## config.mk

```make
export PLATFORM = sky130hd
export DESIGN_NAME = mpu_fault_unit
export DESIGN_NICKNAME = d
export VERILOG_FILES = /design/src/rtl/mpu_fault_unit.sv
export SDC_FILE = /design/constraint.sdc
export NUM_CORES = 1
export LEC_CHECK = 0
export CORE_MARGIN = 2
export CORE_UTILIZATION = 66
export CTS_BUF_LIST = sky130_fd_sc_hd__clkbuf_4
export DETAILED_ROUTE_END_ITERATION = 7
export DONT_BUFFER_PORTS = 1
export PLACE_DENSITY = 0.84
export SLEW_MARGIN = 20
export SYNTH_ARGS = -nofsm -noshare
export SYNTH_HDL_FRONTEND = slang
export SYNTH_SLANG_ARGS = --single-unit
```

## constraint.sdc

```tcl
create_clock -name clk -period 2.96 [get_ports clk]
set_input_delay 0.444 -clock clk [delete_from_list [all_inputs] [get_ports clk]]
set_output_delay 0.444 -clock clk [all_outputs]
set_load 0.01 [all_outputs]
```

## src/rtl/mpu_fault_unit.sv

```systemverilog
// Fault capture stage behind the MPU: kills faulting accesses, latches the syndrome,
// raises a level IRQ toward the n-CLIC and exposes FAULTADDR/FAULTINFO/FAULTCLR CSRs.
module mpu_fault_unit #(
    parameter logic [11:0] Base       = 12'h420,
    parameter int          CountWidth = 8
) (
    input  logic        clk,
    input  logic        reset,
    input  logic        mem_fault_i,
    input  logic        mem_valid_i,
    input  logic [15:0] mem_addr_i,
    input  logic [6:0]  mem_op_i,
    input  logic [2:0]  task_id_i,
    output logic        mem_kill_o,
    output logic        irq_req_o,
    input  logic        irq_ack_i,
    input  logic        csr_we_i,
    input  logic [11:0] csr_addr_i,
    input  logic [31:0] csr_wdata_i,
    output logic [31:0] csr_rdata_o,
    output logic        csr_hit_o
);

    typedef enum logic [1:0] {
        IDLE    = 2'd0,
        PENDING = 2'd1,
        ACTIVE  = 2'd2
    } state_e;

    localparam logic [11:0]           AddrFaultAddr = Base;
    localparam logic [11:0]           AddrFaultInfo = Base + 12'd1;
    localparam logic [11:0]           AddrFaultClr  = Base + 12'd2;
    localparam logic [CountWidth-1:0] CountMax      = '1;

    state_e                state_q, state_d;
    logic                  irq_q, irq_d;
    logic [15:0]           addr_q, addr_d;
    logic [6:0]            op_q, op_d;
    logic [2:0]            id_q, id_d;
    logic                  overflow_q, overflow_d;
    logic [CountWidth-1:0] count_q, count_d;

    logic                  faultEvent;
    logic                  clrState;
    logic                  clrCount;
    state_e                baseState;
    logic [7:0]            countExt;
    logic                  unusedWdata;

    assign faultEvent  = mem_fault_i & mem_valid_i;
    assign mem_kill_o  = faultEvent;
    assign clrState    = csr_we_i && (csr_addr_i == AddrFaultClr) && csr_wdata_i[0];
    assign clrCount    = csr_we_i && (csr_addr_i == AddrFaultClr) && csr_wdata_i[1];
    assign unusedWdata = ^csr_wdata_i[31:2];
    assign irq_req_o   = irq_q;

    // A clear is applied before the fault, so a concurrent fault is captured as if from IDLE.
    always_comb begin
        baseState  = clrState ? IDLE : state_q;
        state_d    = baseState;
        addr_d     = addr_q;
        op_d       = op_q;
        id_d       = id_q;
        overflow_d = clrState ? 1'b0 : overflow_q;
        count_d    = clrCount ? '0 : count_q;

        if (faultEvent && (count_d != CountMax)) begin
            count_d = count_d + 1'b1;
        end

        if (faultEvent && (baseState == IDLE)) begin
            state_d = PENDING;
            addr_d  = mem_addr_i;
            op_d    = mem_op_i;
            id_d    = task_id_i;
        end else begin
            if (faultEvent) begin
                overflow_d = 1'b1;
            end
            if ((baseState == PENDING) && irq_ack_i) begin
                state_d = ACTIVE;
            end
        end

        irq_d = (state_d == PENDING);
    end

    always_ff @(posedge clk) begin
        if (reset) begin
            state_q    <= IDLE;
            irq_q      <= 1'b0;
            addr_q     <= '0;
            op_q       <= '0;
            id_q       <= '0;
            overflow_q <= 1'b0;
            count_q    <= '0;
        end else begin
            state_q    <= state_d;
            irq_q      <= irq_d;
            addr_q     <= addr_d;
            op_q       <= op_d;
            id_q       <= id_d;
            overflow_q <= overflow_d;
            count_q    <= count_d;
        end
    end

    always_comb begin
        countExt                 = '0;
        countExt[CountWidth-1:0] = count_q;
    end

    always_comb begin
        csr_rdata_o = '0;
        csr_hit_o   = 1'b0;
        case (csr_addr_i)
            AddrFaultAddr: begin
                csr_hit_o   = 1'b1;
                csr_rdata_o = {16'b0, addr_q};
            end
            AddrFaultInfo: begin
                csr_hit_o   = 1'b1;
                csr_rdata_o = {8'b0, countExt, 2'b0, overflow_q, state_q, id_q, 1'b0, op_q};
            end
            AddrFaultClr: begin
                csr_hit_o = 1'b1;
            end
            default: begin
                csr_hit_o = 1'b0;
            end
        endcase
    end

endmodule

```

==> flow_summary.ini <==
[run_status]
status = complete, no violations

[sta]
fin_crit_ps = 2159
finalHoldViolCount = 0
fin_tns_setup_ps = 0
min_period_over_period = 0.7294
clock.fmax_mhz = 463.2
setup_viol = 0
finClkSkew_ps = 5.476
slew_viol_final = 0
rsz0062_at_grt = no

[clock_network]
cts.sinks = 38
ctsLongestPathBuffers = 2
cts_resized = 0
cts-root-buf = clkbuf_4
clk_latency_ps = 340
cts_hold_buf = 0
clk_pin_slew_ps = 110
cts_tree = built
numCtsBuffers = 5
post_cts.repair.setup_buffers = 0
htree_levels = 2

[final_layout]
syn_to_final_growth_pct = 2.514
multiInputGateArea_mm2 = 0.001351
n_antenna_cell = 0
seq_area_um2 = 760.7
nets = 327
fillers = 285
stdcell_count = 297
drive_above_1_share = 0.07968
fin_util = 0.6990

[placement]
dp_cells = 289
hpwl_mm = 2.893
gp_congestion = 0.8437
port_buffers = 0

[synth]
synth_edf_count = 0
synth_most_common_cell = nand2b_1
synth_area_leaders = dfxtp_1 34%, mux2i_1 18%, nand2b_1 15%, nor2_1 4.0%, and3_1 2.8%
synth-seq-cells = 38
async_flop_share = 0
avgSynthCellArea_um2 = 8.852
synth_commonest_cells = 53 x nand2b_1, 41 x mux2i_1, 38 x dfxtp_1, 24 x nor2_1, 10 x and3_1
synth_top_area_frac = 0.3397
synth_top_area_cell = dfxtp_1
syn-instance-count = 253
yosysWarnings = 0
netlist_area_mm2 = 0.002240
yosysSeqAreaShare = 0.3397
synth_top_flop_cell = dfxtp_1
synth_cell_types = 40

[worst_setup_path]
ff2ff_setup_slack_ps = 1250
reg2reg_depth = 6
critPathMaxFanout = 8
worst_setup_path_end_kind = flip-flop
startpoint = csr_addr_i[4]
r2r_end = countExt[3]
critPathRequiredTime_ps = 3240
cp-endpoint = countExt[3]
r2r_start = countExt[1]
crit_arrival_ps = 2440
path_class = input port to flip-flop
start_kind = input port

[floorplanning]
io_pins = 111
row_count = 21
fp.dieH_um = 62.25
core_area_mm2 = 0.003284
chipWidth_um = 62.25
initial_utilization = 0.6819
die_area_mm2 = 0.003875

[global_route]
grt_pass1_vias = 1576
grt_pass1_wl_mm = 6.934
grt_remaining_overflow = 0
antenna_found_initial = 0
grt_usage = 0.2205
grt_max_degree = 63

[run]
cap_violations = 0

[pwr]
power.density_mw_per_mm2 = 433.3
leakage_uw = 0.0008722
irDropWorstVdd_mv = 0.3386
power.total_uw = 994.8

[route]
vias_per_cell = 5.640
drt-initial-drc-count = 64
wl_per_cell_um = 13.66
dr.pass1.iters = 4
routed_wl_mm = 4.058
vias = 1675
ant_nets = 0
drc = 0

[min_path]
hold_path.class = input port to flip-flop
worst min path at each step:
stage,start,to,cells after the start
6_report,reset,countExt[2],1
5_1_grt,reset,countExt[0],1
4_1_cts,reset,countExt[1],1
3_5_place_dp,addr_q[11],addr_q[11],2
3_3_place_gp,addr_q[7],addr_q[7],2
2_1_floorplan,addr_q[15],addr_q[15],2
layout make-up:
class | instances | area share
Timing Repair Buffer | 5 | 0.01635
Clock inverter | 3 | 0.01744
Multi-Input combinational cell | 197 | 0.5886
Tap cell | 46 | 0.02507
Inverter | 3 | 0.004905
Clock buffer | 5 | 0.01635
Sequential cell | 38 | 0.3313
worst max-delay path, stage by stage:
cell and delay, ps:
nor4b_4 280, nand4_1 310, and2_1 270, ha_1 200
nand3_1 170, nor2_1 130, or4_1 470, a21oi_1 150
power breakdown:
part / internal [uW] / switching, uW
Sequential: 535 / 13.7
Clock: 175 / 175
Combinational: 53.8 / 42.6
placed cells by master, fill, tap and decap left out, drive strengths merged, types with 5 or more instances in the layout:
cell type / instances
dfxtp: 38
and3: 10
nand2: 8
nand2b: 53
a21oi: 7
clkbuf: 5
conb: 8
nor3: 7
mux2i: 41
nor2: 24
nand3: 5
buf: 5
and2: 5
cell families after synthesis:
logic type / count (synthesis) / synth area share
and+or+nand+nor: 128 / 0.3397
muxes: 41 / 0.1832
DFF: 38 / 0.3397
buffers and inverters: 25 / 0.07374
AOI/OAI and AO/OA: 19 / 0.05643
adders and majority gates: 1 / 0.005586
other: 1 / 0.001674
state kept, by name, summed over array words and instances (netlist names):
| signal | cells |
|---|---|
| overflow_q | 1 |
| state_q | 2 |
| countExt | 8 |
| id_q | 3 |
| op_q | 7 |
| addr_q | 16 |
| irq_req_o | 1 |
through the flow:
stage / setup WS [ps] / hold WS (ps) / instance area (um^2)
after global routing: 684.1 / 129.5 / 2296
after floorplan: 558.6 / 444.1 / 2266
final: 801.1 / 156.7 / 2296
after detailed placement: 469.3 / 460.9 / 2218
after global placement: 504.3 / 454.4 / 2218
after CTS: 834.9 / 141.4 / 2296
metal layers:
metal  global-route usage  routed length, um  up-vias
met5                    0                  0        -
met4              0.06944                 49        0
met3              0.07609                325        6
met2               0.3723               1858       58
li1                     -                  -      849
met1               0.2644               1824      762
No activity file was read; power rests on OpenSTA's default activity.
